## config.mk

```make
export PLATFORM = sky130hd
export DESIGN_NAME = uart_rx_frame
export DESIGN_NICKNAME = d
export VERILOG_FILES = /design/src/rtl/uart_pkg.sv /design/src/rtl/uart_tick_gen.sv /design/src/rtl/uart_rx_frame.sv
export SDC_FILE = /design/constraint.sdc
export NUM_CORES = 1
export LEC_CHECK = 0
export BUFFER_PORTS_ARGS = -buffer_cell sky130_fd_sc_hd__buf_4
export CELL_PAD_IN_SITES_DETAIL_PLACEMENT = 1
export CELL_PAD_IN_SITES_GLOBAL_PLACEMENT = 1
export CORE_UTILIZATION = 45
export DETAILED_ROUTE_END_ITERATION = 6
export GPL_ROUTABILITY_DRIVEN = 0
export PLACE_DENSITY = 0.77
export SLEW_MARGIN = 20
export SYNTH_ARGS = -nofsm -noshare
export SYNTH_HDL_FRONTEND = slang
export SYNTH_SLANG_ARGS = --single-unit
```

## constraint.sdc

```tcl
create_clock -name CLK -period 3.4 [get_ports CLK]
set_input_delay 0.51 -clock CLK [delete_from_list [all_inputs] [get_ports CLK]]
set_output_delay 0.51 -clock CLK [all_outputs]
set_load 0.02 [all_outputs]
```

## src/rtl/uart_pkg.sv

```systemverilog
// ============================================================================
//  Module  : uart_pkg
//  Purpose : Shared types and helpers for the UART receive/transmit paths.
//            Parity-mode encodings, receiver FSM state enum and the
//            phase-accumulator width function used by uart_tick_gen.
//  Ports   : none (package)
//  Rev     : 1.0  initial release
// ============================================================================
`default_nettype none

package uart_pkg;

  localparam int PAR_NONE = 0;
  localparam int PAR_EVEN = 1;
  localparam int PAR_ODD  = 2;

  typedef enum logic [2:0] {
    IDLE   = 3'd0,
    START  = 3'd1,
    DATA   = 3'd2,
    PARITY = 3'd3,
    STOP   = 3'd4
  } rx_state_e;

  // Largest value the accumulator ever holds is (clk_freq - 1) + inc.
  function automatic int acc_width(input longint clk_freq, input longint inc);
    return $clog2(clk_freq + inc);
  endfunction

endpackage

`default_nettype wire

```

## src/rtl/uart_tick_gen.sv

```systemverilog
// ============================================================================
//  Module  : uart_tick_gen
//  Purpose : Fractional phase-accumulator tick generator. Adds INC every
//            clock; when the sum reaches CLK_FREQ it wraps and emits a
//            one-cycle tick, so the mean tick rate is exactly
//            INC / CLK_FREQ ticks per clock.
//  Ports   : clk_i   in  system clock
//            rst_ni  in  asynchronous active-low reset
//            clr_i   in  synchronous clear (realigns the tick phase)
//            tick_o  out one-cycle tick pulse (registered)
//  Rev     : 1.0  initial release
// ============================================================================
`default_nettype none

module uart_tick_gen #(
  parameter int CLK_FREQ = 150_000_000,
  parameter int INC      = 48_000_000,
  parameter int ACC_W    = 28
) (
  input  logic clk_i,
  input  logic rst_ni,
  input  logic clr_i,
  output logic tick_o
);

  localparam logic [ACC_W-1:0] FREQ_C = ACC_W'(CLK_FREQ);
  localparam logic [ACC_W-1:0] INC_C  = ACC_W'(INC);

  logic [ACC_W-1:0] acc_q, acc_d, sum;
  logic             tick_q, tick_d;

  always_comb begin
    sum    = acc_q + INC_C;
    acc_d  = sum;
    tick_d = 1'b0;
    if (clr_i) begin
      acc_d = '0;
    end else if (sum >= FREQ_C) begin
      acc_d  = sum - FREQ_C;
      tick_d = 1'b1;
    end
  end

  always_ff @(posedge clk_i or negedge rst_ni) begin
    if (!rst_ni) begin
      acc_q  <= '0;
      tick_q <= 1'b0;
    end else begin
      acc_q  <= acc_d;
      tick_q <= tick_d;
    end
  end

  assign tick_o = tick_q;

endmodule

`default_nettype wire

```

## src/rtl/uart_rx_frame.sv

```systemverilog
// ============================================================================
//  Module  : uart_rx_frame
//  Purpose : Parametrised UART receiver. 2-flop input synchroniser,
//            fractional baud tick, 3-sample majority vote per bit,
//            optional parity, 1 or 2 stop bits, framing/parity error flags
//            and a ready/valid output with overrun pulse.
//  Ports   : CLK in, RST_N in (async, active-low), RXD in (async serial),
//            DOUT out [DATA_BITS], DVALID out, DREADY in, PERR out,
//            FERR out, OVERRUN out (1-cycle pulse), BUSY out,
//            BREAK out (only with UART_RX_BREAK_DET_EN)
//  Config  : define UART_RX_BREAK_DET_EN to enable break detection.
//  Rev     : 1.0  initial release
// ============================================================================
`default_nettype none

module uart_rx_frame
  import uart_pkg::*;
#(
  parameter int UART_CLK_FREQ = 150_000_000,
  parameter int BAUD_RATE     = 3_000_000,
  parameter int OVERSAMPLING  = 16,
  parameter int DATA_BITS     = 8,
  parameter int PARITY_MODE   = 0,
  parameter int STOP_BITS     = 1
) (
  input  logic                 CLK,
  input  logic                 RST_N,
  input  logic                 RXD,
  output logic [DATA_BITS-1:0] DOUT,
  output logic                 DVALID,
  input  logic                 DREADY,
  output logic                 PERR,
  output logic                 FERR,
  output logic                 OVERRUN,
  output logic                 BUSY
`ifdef UART_RX_BREAK_DET_EN
  ,
  output logic                 BREAK
`endif
);

  localparam int ACC_W = acc_width(UART_CLK_FREQ, BAUD_RATE * OVERSAMPLING);
  localparam int TCW   = $clog2(OVERSAMPLING);
  localparam int BCW   = $clog2(DATA_BITS + 1);

  logic                 sync1_q, sync2_q, prev_q;
  rx_state_e            state_q;
  logic [TCW-1:0]       tick_cnt_q;
  logic [BCW-1:0]       bit_cnt_q;
  logic [1:0]           samp_q;
  logic [DATA_BITS-1:0] shift_q, dout_q;
  logic                 perr_q, ferr_q;
  logic                 dvalid_q, perr_out_q, ferr_out_q, ovr_q, busy_q;

  logic tick, start_det, vote, mid_pt, bit_end, frame_done, brk_frame;

  assign start_det  = (state_q == IDLE) && prev_q && !sync2_q;
  // Third sample is the live synchronised value at the last vote tick.
  assign vote       = (samp_q[0] & samp_q[1]) | (samp_q[0] & sync2_q) |
                      (samp_q[1] & sync2_q);
  assign mid_pt     = tick && (tick_cnt_q == TCW'(OVERSAMPLING/2 + 1));
  assign bit_end    = tick && (tick_cnt_q == TCW'(OVERSAMPLING - 1));
  assign frame_done = (state_q == STOP) && mid_pt &&
                      (bit_cnt_q == BCW'(STOP_BITS - 1));

  uart_tick_gen #(
    .CLK_FREQ (UART_CLK_FREQ),
    .INC      (BAUD_RATE * OVERSAMPLING),
    .ACC_W    (ACC_W)
  ) u_tick (
    .clk_i  (CLK),
    .rst_ni (RST_N),
    .clr_i  (start_det),
    .tick_o (tick)
  );

  always_ff @(posedge CLK or negedge RST_N) begin
    if (!RST_N) begin
      sync1_q    <= 1'b1;
      sync2_q    <= 1'b1;
      prev_q     <= 1'b1;
      state_q    <= IDLE;
      tick_cnt_q <= '0;
      bit_cnt_q  <= '0;
      samp_q     <= '0;
      shift_q    <= '0;
      perr_q     <= 1'b0;
      ferr_q     <= 1'b0;
      dout_q     <= '0;
      dvalid_q   <= 1'b0;
      perr_out_q <= 1'b0;
      ferr_out_q <= 1'b0;
      ovr_q      <= 1'b0;
      busy_q     <= 1'b0;
    end else begin
      sync1_q <= RXD;
      sync2_q <= sync1_q;
      prev_q  <= sync2_q;
      ovr_q   <= 1'b0;

      if (dvalid_q && DREADY) dvalid_q <= 1'b0;

      if (tick) begin
        if (tick_cnt_q == TCW'(OVERSAMPLING/2 - 1)) samp_q[0] <= sync2_q;
        if (tick_cnt_q == TCW'(OVERSAMPLING/2))     samp_q[1] <= sync2_q;
        tick_cnt_q <= bit_end ? '0 : tick_cnt_q + 1'b1;
      end

      case (state_q)
        IDLE: begin
          if (start_det) begin
            state_q    <= START;
            busy_q     <= 1'b1;
            tick_cnt_q <= '0;
            bit_cnt_q  <= '0;
            perr_q     <= 1'b0;
            ferr_q     <= 1'b0;
          end else if (bit_end) begin
            // Tail of the last stop bit: FSM re-armed at mid-bit, BUSY
            // holds until the bit period is over.
            busy_q <= 1'b0;
          end
        end
        START: begin
          if (mid_pt && vote) begin
            state_q <= IDLE;
            busy_q  <= 1'b0;
          end else if (bit_end) begin
            state_q <= DATA;
          end
        end
        DATA: begin
          if (mid_pt) shift_q <= {vote, shift_q[DATA_BITS-1:1]};
          if (bit_end) begin
            if (bit_cnt_q == BCW'(DATA_BITS - 1)) begin
              bit_cnt_q <= '0;
              state_q   <= (PARITY_MODE != PAR_NONE) ? PARITY : STOP;
            end else begin
              bit_cnt_q <= bit_cnt_q + 1'b1;
            end
          end
        end
        PARITY: begin
          if (mid_pt) perr_q <= (^shift_q) ^ vote ^ (PARITY_MODE == PAR_ODD);
          if (bit_end) state_q <= STOP;
        end
        STOP: begin
          if (frame_done) begin
            state_q <= IDLE;
            if (!brk_frame) begin
              if (!dvalid_q || DREADY) begin
                dout_q     <= shift_q;
                perr_out_q <= perr_q;
                ferr_out_q <= ferr_q | ~vote;
                dvalid_q   <= 1'b1;
              end else begin
                ovr_q <= 1'b1;
              end
            end
          end else if (mid_pt) begin
            ferr_q <= ferr_q | ~vote;
          end
          if (bit_end) bit_cnt_q <= bit_cnt_q + 1'b1;
        end
        default: state_q <= IDLE;
      endcase
    end
  end

`ifdef UART_RX_BREAK_DET_EN
  logic           all_zero_q, break_q;
  logic [TCW-1:0] brk_cnt_q;

  always_ff @(posedge CLK or negedge RST_N) begin
    if (!RST_N) begin
      all_zero_q <= 1'b0;
      break_q    <= 1'b0;
      brk_cnt_q  <= '0;
    end else begin
      // Tracks whether every data/parity/stop vote so far was 0.
      if (start_det) begin
        all_zero_q <= 1'b1;
      end else if (mid_pt && vote && state_q != IDLE && state_q != START) begin
        all_zero_q <= 1'b0;
      end

      if (frame_done && brk_frame) begin
        break_q   <= 1'b1;
        brk_cnt_q <= '0;
      end else if (break_q) begin
        // Clear only after the line has been high for a full bit period.
        if (!sync2_q) begin
          brk_cnt_q <= '0;
        end else if (tick) begin
          if (brk_cnt_q == TCW'(OVERSAMPLING - 1)) break_q <= 1'b0;
          else brk_cnt_q <= brk_cnt_q + 1'b1;
        end
      end
    end
  end

  assign brk_frame = all_zero_q & ~vote;
  assign BREAK     = break_q;
`else
  assign brk_frame = 1'b0;
`endif

  assign DOUT    = dout_q;
  assign DVALID  = dvalid_q;
  assign PERR    = perr_out_q;
  assign FERR    = ferr_out_q;
  assign OVERRUN = ovr_q;
  assign BUSY    = busy_q;

endmodule

`default_nettype wire

```

# Word-level counts from Yosys, hierarchy flattened
# Index checks and enable logic that the tools add are counted.
word_totals:
  in_bits: 4
  register_bits: 68
  wordCells: 118
op_classes:
  n_addsub: 4
  magnitude_cmp: 1
  muxes: 38
  n_reduce_logical: 27
  n_bitwise: 8
  eq_ne: 21
op_table:
  columns: ["op", "n"]
  rows:
  - ["$mux 28", 2]
  - ["$mux 4", 8]
  - ["$add 28x26->28 const B", 1]
  - ["$ge 28x28->1 const B", 1]
  - ["$sub 28x28->28 const B", 1]
  - ["$mux 3", 7]
  - ["$ne 2x2->1 const B", 10]
  - ["$mux 1", 16]
  - ["$pmux 3 s5", 1]
  - ["$eq 4x4->1 const B", 3]
  - ["$pmux 4 s3", 1]
  - ["$reduce_and 3->1", 3]
  - ["$add 4x1->4 const B", 2]
  - ["$eq 4x3->1 const B", 2]
  - ["$logic_and 1x1->1", 8]
  - ["$reduce_and 4->1", 2]
  - ["$reduce_xor 8->1", 1]
  - ["$eq 3x2->1 const B", 2]
  - ["$ne 3x3->1 const B", 2]
  - ["$pmux 1 s2", 3]
  - ["$reduce_and 2->1", 3]
  - ["$reduce_and 6->1", 1]
  - ["$reduce_bool 2->1", 3]
  - ["$logic_not 4->1", 1]
  - ["other kinds (10)", 15]

# Longest topological paths before layout
depth:
  ltp_word: 8
  depth_mapped: 10
  mapped_depth_nobuf: 9

# Modules after synthesis
# A second synthesis with hierarchy kept.
hier_totals:
  cells_unflattened: 376
  area_unflattened_um2: 3779.9
by_module_without_submodules:
  columns: ["mod", "cells_each", "seq_area_each_um2", "area_per_inst_um2", "instances"]
  rows:
  - ["uart_rx_frame", 156, 979.7, 1935.6, 1]
  - ["uart_tick_gen", 220, 550.5, 1844.3, 1]

# Worst setup path after synthesis
# OpenSTA, ideal clock, no wires.
synth_path:
  path_kind: "reg-to-reg"
  start: "reg u_tick.acc_q[10]"
  end: "reg u_tick.acc_q[25]"
  t_arrival_ns: 2.359
  required_ns: 3.235
  setup_time_ns: 0.165
  period_less_slack_ns: 2.525
  path_stages_with_launch: 11
  slack_ns: 0.875
  n_path_buf: 1
  path_cell_list: "dfrtp_1 > inv_1 > ha_1 > and2b_1 > o21ai_2 > or3_4 > a211oi_4 > o2111a_1 > buf_4 > o21ai_0 > nor3b_1"
synth_via:
  elab_chain_len: 4
synth_lines:
  columns: ["item", "line_no", "rtl"]
  rows:
  - ["start: declaration", "uart_tick_gen.sv:29", "logic [ACC_W-1:0] acc_q, acc_d, sum;"]
  - ["start signal: assignment", "uart_tick_gen.sv:46", "acc_q <= '0;"]
  - ["start signal: assignment", "uart_tick_gen.sv:49", "acc_q <= acc_d;"]
  - ["$add 28x26->28 *", "uart_tick_gen.sv:33", "sum = acc_q + INC_C;"]
  - ["$sub 28x28->28 / $ge 28x28->1 (equally long branches)", "uart_tick_gen.sv:39, uart_tick_gen.sv:38", null]
  - ["$mux 28 *", "uart_tick_gen.sv:38", "end else if (sum >= FREQ_C) begin"]
  - ["$mux 28 *", "uart_tick_gen.sv:36", "if (clr_i) begin"]
  - ["net u_tick.acc_d[25]", "uart_tick_gen.sv:29", null]
# Mark *: on every way through the listed nets, which the timed path passes. The rest lies on a longest branch.
# A chain may end at the register's enable or synchronous reset.

# Worst setup path in the final report
layout_path:
  start: "reg u_tick.acc_q[10]"
  end: "reg u_tick.acc_q[11]"
# The elaborated chain is that of the path after synthesis.

==> flow_summary_export.csv <==
group,metric,value,unit
layout,final_cell_mix,"58 x dfrtp_1, 28 x nor2_1, 26 x nand2_1",
route,vias,2984,
clock_tree,post_cts_buffers,0,
synthesis,synth_fp_nets,392,
clock_tree,clk_path_buf_depth,2,
global_routing,grtUsageTotal,23.8,%
global_routing,grt-ovfl-total,0,
timing,max_freq,322,MHz
placed_design,port_buffers,16,
route,avgRoutedWirePerCell,18.7,um
synthesis,synth_seq_cells,61,
critical_path,cp_slowest_cell,"dfrtp_1",
critical_path,end_kind,"register",
route,drt_iter0_drc,156,
critical_path,critPathKind,"reg2reg",
pwr,leakage,1.81,nW
placed_design,post_dp_cell_area,0.00392,mm2
timing,grt_setup_unrepaired,"false",
critical_path,critical_path.top_delay_family,"compound AO/OA/AOI/OAI gates",
critical_path,start_kind,"register",
synthesis,yosys_warnings,0,
critical_path,path_buf_inv,1,
die,core-area,0.00785,mm2
timing,hold_violations,0,
critical_path,cp_slowest_stage_delay,0.52,ns
critical_path,path_cells,"inv_1 -> ha_1 -> and2b_1 -> o21ai_2 -> or3_4 -> a211oi_4 -> o2111ai_4 -> a31o_1 -> a21oi_1",
clock_tree,cts_tree,"yes",
layout,diodes,0,
timing,clock_skew,0.0145,ns
synthesis,yosysUniqueCellTypes,69,
timing,tightest_slew,0.874,ns
timing,slew_headroom,41.7,%
synthesis,synth_cells,379,
die,die-height,92.7,um
clock_tree,h-tree-depth,3,
synthesis,syn_area,0.00370,mm2
layout,nNetsFinal,408,
layout,area_growth,12.0,%
die,die_x,92.7,um
status,status,"completed",
timing,hold_slack,0.236,ns
route,drt_wl_total,9380,um
timing,fin_crit_sh,91.3,%
clock_tree,cts_made_buffers,9,
critical_path,path_depth,9,
die,pin_count,17,
layout,final_common_cell,"dfrtp_1",
timing,slew_viol_final,0,
synthesis,synth-seq-area-share,41.3,%
route,avgViaCountPerCell,5.94,
clock_tree,cts_root_buffer,"clkbuf_8",
synthesis,synth-async-reset-ratio,100,%
layout,drive_gt1_share,21.8,%
critical_path,cp_max_fo,26,
critical_path,cp.arrival,3.35,ns
die,start_util,47.2,%
die,rows,32,
timing,fin_crit,3.10,ns
timing,tns,0,ns
global_routing,grt_pass1_vias,3111,
clock_tree,cts.sinks,61,
synthesis,synth_flop_cell,"dfrtp_1",
min_path,hp-class,"in2async",
global_routing,grt_pass1_wl,15900,um
pwr,power_density,1050,mW/mm2
placed_design,hpwl,6390,um
critical_path,startpoint,"u_tick.acc_q[10]",
clock_tree,clk_latency,0.34,ns
global_routing,grt_max_degree,62,
critical_path,cp_data_required_time,3.65,ns
critical_path,r2r-start,"u_tick.acc_q[10]",
route,final_antenna_net_count,0,
synthesis,avgSynthCellArea,9.77,um2
die,dieArea,0.00860,mm2
layout,final_area,0.00415,mm2
critical_path,reg2reg_depth,9,
clock_tree,clk_pin_slew,0.08,ns
route,drc,0,
pwr,ir_drop,0.479,mV
timing,setup-violations-final,0,
flow_run,maxCapViolCount,0,
route,first_pass_iters,4,
synthesis,synth_edf_count,0,
global_routing,antenna_found_initial,0,
## repair_timing
item,4_1_cts,5_1_grt
hold buffers,0,0
gates resized for setup,0,1
endpoints found under the setup margin,0,1
## report_power, final
group | internal [mW] | leakage [nW] | switching [mW]
clock network | 0.426 | 0.116 | 0.337
registers | 0.931 | 0.789 | 0.352
logic | 0.942 | 0.904 | 1.37
total | 2.30 | 1.81 | 2.06
## Yosys cell counts (3+ instances only)
library cell / number / share of area [%]
a211oi_1: 7 / 1.4
a21o_1: 10 / 2.0
a21oi_1: 22 / 3.0
a21oi_2: 5 / 1.2
and2_1: 3 / 0.51
and3_1: 4 / 0.68
buf_2: 4 / 0.54
clkbuf_1: 8 / 0.81
dfrtp_1: 58 / 39
dfstp_2: 3 / 2.1
ha_1: 9 / 3.0
inv_1: 9 / 0.91
mux2_2: 19 / 5.8
mux2i_1: 3 / 0.81
nand2_1: 26 / 2.6
nand2b_1: 9 / 1.5
nand3_1: 14 / 1.9
nand4_1: 6 / 1.0
nor2_1: 28 / 2.8
nor3_1: 19 / 2.6
nor3b_1: 5 / 1.0
nor4_1: 3 / 0.51
o21ai_0: 18 / 2.4
o21ai_1: 3 / 0.41
o31ai_1: 3 / 0.61
or3_1: 3 / 0.51
xnor2_1: 16 / 3.8
xor2_1: 7 / 1.7
## cells by family after synthesis
| group | share of synthesized area (%) |
|---|---|
| simple gates | 18.7 |
| compound gates | 20.5 |
| flops | 41.3 |
| buf+inv | 3.24 |
| xor+xnor | 6.32 |
| mux | 6.59 |
| fa+ha+maj | 3.31 |
## layout make-up
cell class | count | area, um2
fillers | 901 | 3700
multi-input cells | 292 | 2060
flip-flops and latches | 61 | 1530
repair buffers | 22 | 165
well taps | 102 | 128
clock buffers | 9 | 124
clock inverters | 7 | 106
inverters | 9 | 33.8
## path summary, 6_finish.rpt
path	slack (ns)	endpoint
max	0.30	u_tick.acc_q[11]
min	0.24	u_tick.acc_q[16]
max reg2reg	0.30	u_tick.acc_q[11]
min reg2reg	0.37	sync2_q
max in group asynchronous	2.61	u_tick.acc_q[11]
min in group CLK	0.29	sync1_q
## flip-flops by register name (all words and copies together) (netlist names), 2 cells and up
| register | count |
|---|---|
| bit_cnt_q | 4 |
| DOUT | 8 |
| shift_q | 8 |
| state_q | 3 |
| u_tick.acc_q | 21 |
| samp_q | 2 |
| tick_cnt_q | 4 |
## stage by stage
stage	worst slack (ns)	cells	power [mW]	util, %
2_1_floorplan	0.875	379	3.01	-
3_3_place_gp	0.569	486	3.42	49.9
3_5_place_dp	0.307	486	3.56	49.9
4_1_cts	0.242	502	4.36	52.8
5_1_grt	0.0557	502	4.67	52.8
6_report	0.296	502	4.36	52.8
## routing by layer
metal  vias up  part of all wire (%)  GRT usage (%)
met5         -                     0              0
met4         0                   1.1           7.44
met3        12                   3.6           5.17
met2        54                    49           38.5
met1      1508                    47           31.8
li1       1410                     -              -
Note: power is estimated with default switching activity, not from simulation.
